### config.mk
export PLATFORM = sky130hd
export DESIGN_NAME = normalize_72
export DESIGN_NICKNAME = d
export VERILOG_FILES = /design/src/rtl/normalize_72.sv
export SDC_FILE = /design/constraint.sdc
export NUM_CORES = 1
export LEC_CHECK = 0
export ABC_AREA = 1
export BUFFER_PORTS_ARGS = -buffer_cell sky130_fd_sc_hd__buf_4
export CAP_MARGIN = 5
export CORE_MARGIN = 2
export CORE_UTILIZATION = 59
export CTS_CLUSTER_DIAMETER = 100
export DETAILED_ROUTE_END_ITERATION = 10
export GPL_ROUTABILITY_DRIVEN = 0
export PLACE_DENSITY_LB_ADDON = 0.2
export SETUP_SLACK_MARGIN = 0.4
export SLEW_MARGIN = 15
export SYNTH_ARGS = -nofsm -noshare
export SYNTH_HDL_FRONTEND = slang
export SYNTH_SLANG_ARGS = --single-unit
### constraint.sdc
create_clock -name clk -period 15.3 [get_ports clk]
set_clock_uncertainty 0.1 [all_clocks]
set_input_delay 0.765 -clock clk [delete_from_list [all_inputs] [get_ports clk]]
set_output_delay 0.765 -clock clk [all_outputs]
set_load 0.005 [all_outputs]
### src/rtl/normalize_72.sv
// Iterative normalizer for 72-bit kv10 fractions: up to 8 bits of left shift per SHIFT cycle.
// Build option NORM_FAST_ZERO_EN: an all-zero input skips SHIFT and goes straight to DONE.
module normalize_72 (
  input  logic        clk,
  input  logic        reset_n,
  input  logic        in_valid,
  output logic        in_ready,
  input  logic [0:71] in_word,
  output logic        out_valid,
  input  logic        out_ready,
  output logic [0:71] out_word,
  output logic [0:8]  out_count,
  output logic        out_zero
);

  typedef enum logic [1:0] {IDLE, SHIFT, DONE} state_t;

  state_t      state_q, state_d;
  logic [0:71] word_q, word_d;
  logic [6:0]  count_q, count_d;
  logic        zero_q, zero_d;
  logic [3:0]  lead_k;
  logic        run;

  // Length of the run of sign copies in bits 1..8 (0..8).
  always_comb begin
    lead_k = 4'd0;
    run    = 1'b1;
    for (int i = 1; i <= 8; i++) begin
      if (run && (word_q[i] == word_q[0])) lead_k = lead_k + 4'd1;
      else                                 run    = 1'b0;
    end
  end

  always_comb begin
    state_d = state_q;
    word_d  = word_q;
    count_d = count_q;
    zero_d  = zero_q;
    unique case (state_q)
      IDLE: begin
        if (in_valid) begin
`ifdef NORM_FAST_ZERO_EN
          if (in_word == '0) begin
            state_d = DONE;
            word_d  = '0;
            count_d = 7'd0;
            zero_d  = 1'b1;
          end else begin
            state_d = SHIFT;
            word_d  = in_word;
            count_d = 7'd0;
            zero_d  = 1'b0;
          end
`else
          state_d = SHIFT;
          word_d  = in_word;
          count_d = 7'd0;
          zero_d  = 1'b0;
`endif
        end
      end
      SHIFT: begin
        if (lead_k != 4'd8) begin
          word_d  = word_q << lead_k;
          count_d = count_q + {3'b000, lead_k};
          state_d = DONE;
        end else if (count_q < 7'd64) begin
          word_d  = word_q << 8;
          count_d = count_q + 7'd8;
        end else begin
          // Eight full runs of sign copies plus zero fill: only an all-zero word gets here.
          word_d  = '0;
          count_d = 7'd0;
          zero_d  = 1'b1;
          state_d = DONE;
        end
      end
      DONE: begin
        if (out_ready) state_d = IDLE;
      end
      default: state_d = IDLE;
    endcase
  end

  always_ff @(posedge clk or negedge reset_n) begin
    if (!reset_n) begin
      state_q <= IDLE;
      word_q  <= '0;
      count_q <= 7'd0;
      zero_q  <= 1'b0;
    end else begin
      state_q <= state_d;
      word_q  <= word_d;
      count_q <= count_d;
      zero_q  <= zero_d;
    end
  end

  assign in_ready  = (state_q == IDLE);
  assign out_valid = (state_q == DONE);
  assign out_word  = word_q;
  assign out_count = {2'b00, count_q};
  assign out_zero  = zero_q;

endmodule

==> impl_metrics.env <==
export IMPL_worst_ep_required_time_ps=15450
export IMPL_synth_seq_cells=82
export IMPL_io_pins=160
export IMPL_crit_path_start="out_word[0]"
export IMPL_fmax_mhz=152
export IMPL_family_with_the_most_delay_on_the_worst_path="adder cells"
export IMPL_final_antenna_net_count=0
export IMPL_synth_enable_flop_cells=0
export IMPL_grt_overflow_total=0
export IMPL_crit_end_element="flip-flop"
export IMPL_die_area_um2=16800
export IMPL_count_of_antenna_diodes_in_the_layout=0
export IMPL_finalNetCount=1846
export IMPL_endpoints_failing_setup=0
export IMPL_netlist_instances=1700
export IMPL_initial_core_util_pct=60.7
export IMPL_critical_path_most_common_cell="nand2_1"
export IMPL_cts_path_max_buffers=2
export IMPL_run_status="complete, no violations"
export IMPL_drive_gt1_share_pct=12.4
export IMPL_post_route_setup_tns_ps=0
export IMPL_holdBufCountCts=0
export IMPL_die_height_um=129
export IMPL_met3_capacity_usage_during_global_routing_pct=5.12
export IMPL_grt_setup_unrepaired="false"
export IMPL_cts_sinks=82
export IMPL_grt_use_total_pct=37.6
export IMPL_cap_viol_max_count=0
export IMPL_gr_usage_met1_pct=51.8
export IMPL_hold_path_class="input port to asynchronous set/reset pin"
export IMPL_yosys_warnings=0
export IMPL_first_pass_iters=6
export IMPL_synth_top_area_share_pct=29.7
export IMPL_drt_iter0_drc=1592
export IMPL_cpPeakStageDelay_ps=650
export IMPL_grt_first_pass_wirelength_um=51100
export IMPL_routed_wl_um=31900
export IMPL_timing_max_slew_rel_slack_pct=15.7
export IMPL_largest_net_degree_at_the_start_of_global_routing=109
export IMPL_numCtsBuffers=9
export IMPL_grt_busiest_layer="met2"
export IMPL_timing_setup_critical_path_class="flip-flop to flip-flop"
export IMPL_fp_row_count=45
export IMPL_finalWorstPathRequiredPeriod_ps=6600
export IMPL_count_of_unique_library_cells_instantiated_by_yosys=42
export IMPL_tritoncts_clock_tree="done"
export IMPL_placement_cell_area_um2=10200
export IMPL_worstMarginPinSlew_ps=1260
export IMPL_postSynth_asyncResetShare_pct=100
export IMPL_post_route_cell_area_um2=10500
export IMPL_die_width_um=129
export IMPL_groute_layer_met2_usage_pct=58.2
export IMPL_detailedPlacementHpwl_um=20600
export IMPL_worst_endpoint_arrival_ps=6750
export IMPL_max_slew_violation_count=0
export IMPL_yosys_top_cells_area="nand2_1 (30%), dfrtp_1 (22%), nand3_1 (13%)"
export IMPL_h_tree_depth=3
export IMPL_area_growth_synth_to_final_pct=13.5
export IMPL_startpoint_type="flip-flop"
export IMPL_final_hold_viol_count=0
export IMPL_cts_root_buffer="clkbuf_16"
export IMPL_vias_per_cell=5.92
export IMPL_wire_per_inst_um=16.2
export IMPL_worst_skew_pair_late_latency_ps=370
export IMPL_synth_flop_cell="dfrtp_1"
export IMPL_synth_top_cell_by_area="nand2_1"
export IMPL_final_common_cell="nand2_1"
export IMPL_path_buf_inv=7
export IMPL_post_route_clock_period_utilization_pct=43.1
export IMPL_netlist_area_um2=9290
export IMPL_reg2reg_from="out_word[0]"
export IMPL_path_clk_slew_ps=70
export IMPL_crit_slowest_cell="buf_4"
export IMPL_dr_total_vias=11700
export IMPL_antenna_found_initial=0
export IMPL_register_area_share_after_synthesis_pct=22.1
export IMPL_cts_resized=0
export IMPL_syn_mean_instance_area_um2=5.46
export IMPL_core_area_um2=15300
export IMPL_io_buffer_count=157
export IMPL_drc=0
export IMPL_worst_path_max_fanout=75
export IMPL_layout_cells_most_common_list="nand2_1 (735), nand3_1 (240), buf_4 (169)"
export IMPL_number_of_global_route_vias_before_repair=10400
export IMPL_post_cts_setup_buffers=0
==> synth_stat cells, types with 2 or more instances <==
cell	n
a21boi_1	11
a21oi_1	14
a22oi_1	6
buf_1	13
buf_2	34
buf_4	20
buf_6	4
clkbuf_1	49
clkbuf_2	2
dfrtp_1	82
ha_1	10
inv_1	109
inv_2	9
nand2_1	736
nand2_2	9
nand3_1	240
nand3b_1	7
nand4_1	78
nor2_1	128
nor2_2	3
nor2_4	2
o21ai_0	64
o21ai_1	42
o21bai_1	2
o221ai_1	2
or2_1	2
or2_2	2
xnor2_1	4
xor2_1	3
==> registers in the layout, summed over array words and instances (netlist names) <==
register / flops
state_q: 2
out_word: 72
out_zero: 1
count_q: 7
==> logic make-up after synthesis <==
family	count (synthesis)	synth area share (%)
AO/OA/AOI/OAI	148	8.77
XOR/XNOR	7	0.660
adder cells (fa/ha/maj)	11	1.56
buffers and inverters	240	11.3
flip-flops	82	22.1
other	1	0.0404
AND/OR/NAND/NOR	1211	55.6
==> layer usage <==
metal / share of wire, % / wire length [µm]
met1: 40 / 12900
met5: 0 / 0
met2: 44 / 14000
met4: 4.2 / 1330
met3: 11 / 3660
==> cell type report <==
type	count	area, µm²
Clock buffer	11	253
Fill cell	1494	4770
Tap cell	211	264
Sequential cell	82	2050
Timing Repair Buffer	169	1270
Clock inverter	5	62.6
Multi-Input combinational cell	1379	6200
Inverter	118	444
==> through the flow <==
stage,cells,hold WS (ps),setup WS (ps),utilization [%]
floorplan,1701,369,10240,-
global route,1975,300,8240,68.9
finish,1975,253,8700,68.9
CTS,1975,264,8800,68.9
detailed placement,1959,387,8800,66.8
global placement,1959,375,9050,66.8
==> final timing paths <==
kind                                      to  slack, ps  cells after the start
max in group asynchronous         state_q[0]      13770                      2
worst min-delay path            out_word[13]        250                      1
worst max-delay path              count_q[5]       8700                     32
worst min register to register      out_zero        400                      1
worst max register to register    count_q[5]       8700                     32
min in group clk                    out_zero        400                      1
Power is left out: the tool's default activity adds up to more than one toggle a clock period on the data nets, which glitch-free logic cannot reach.
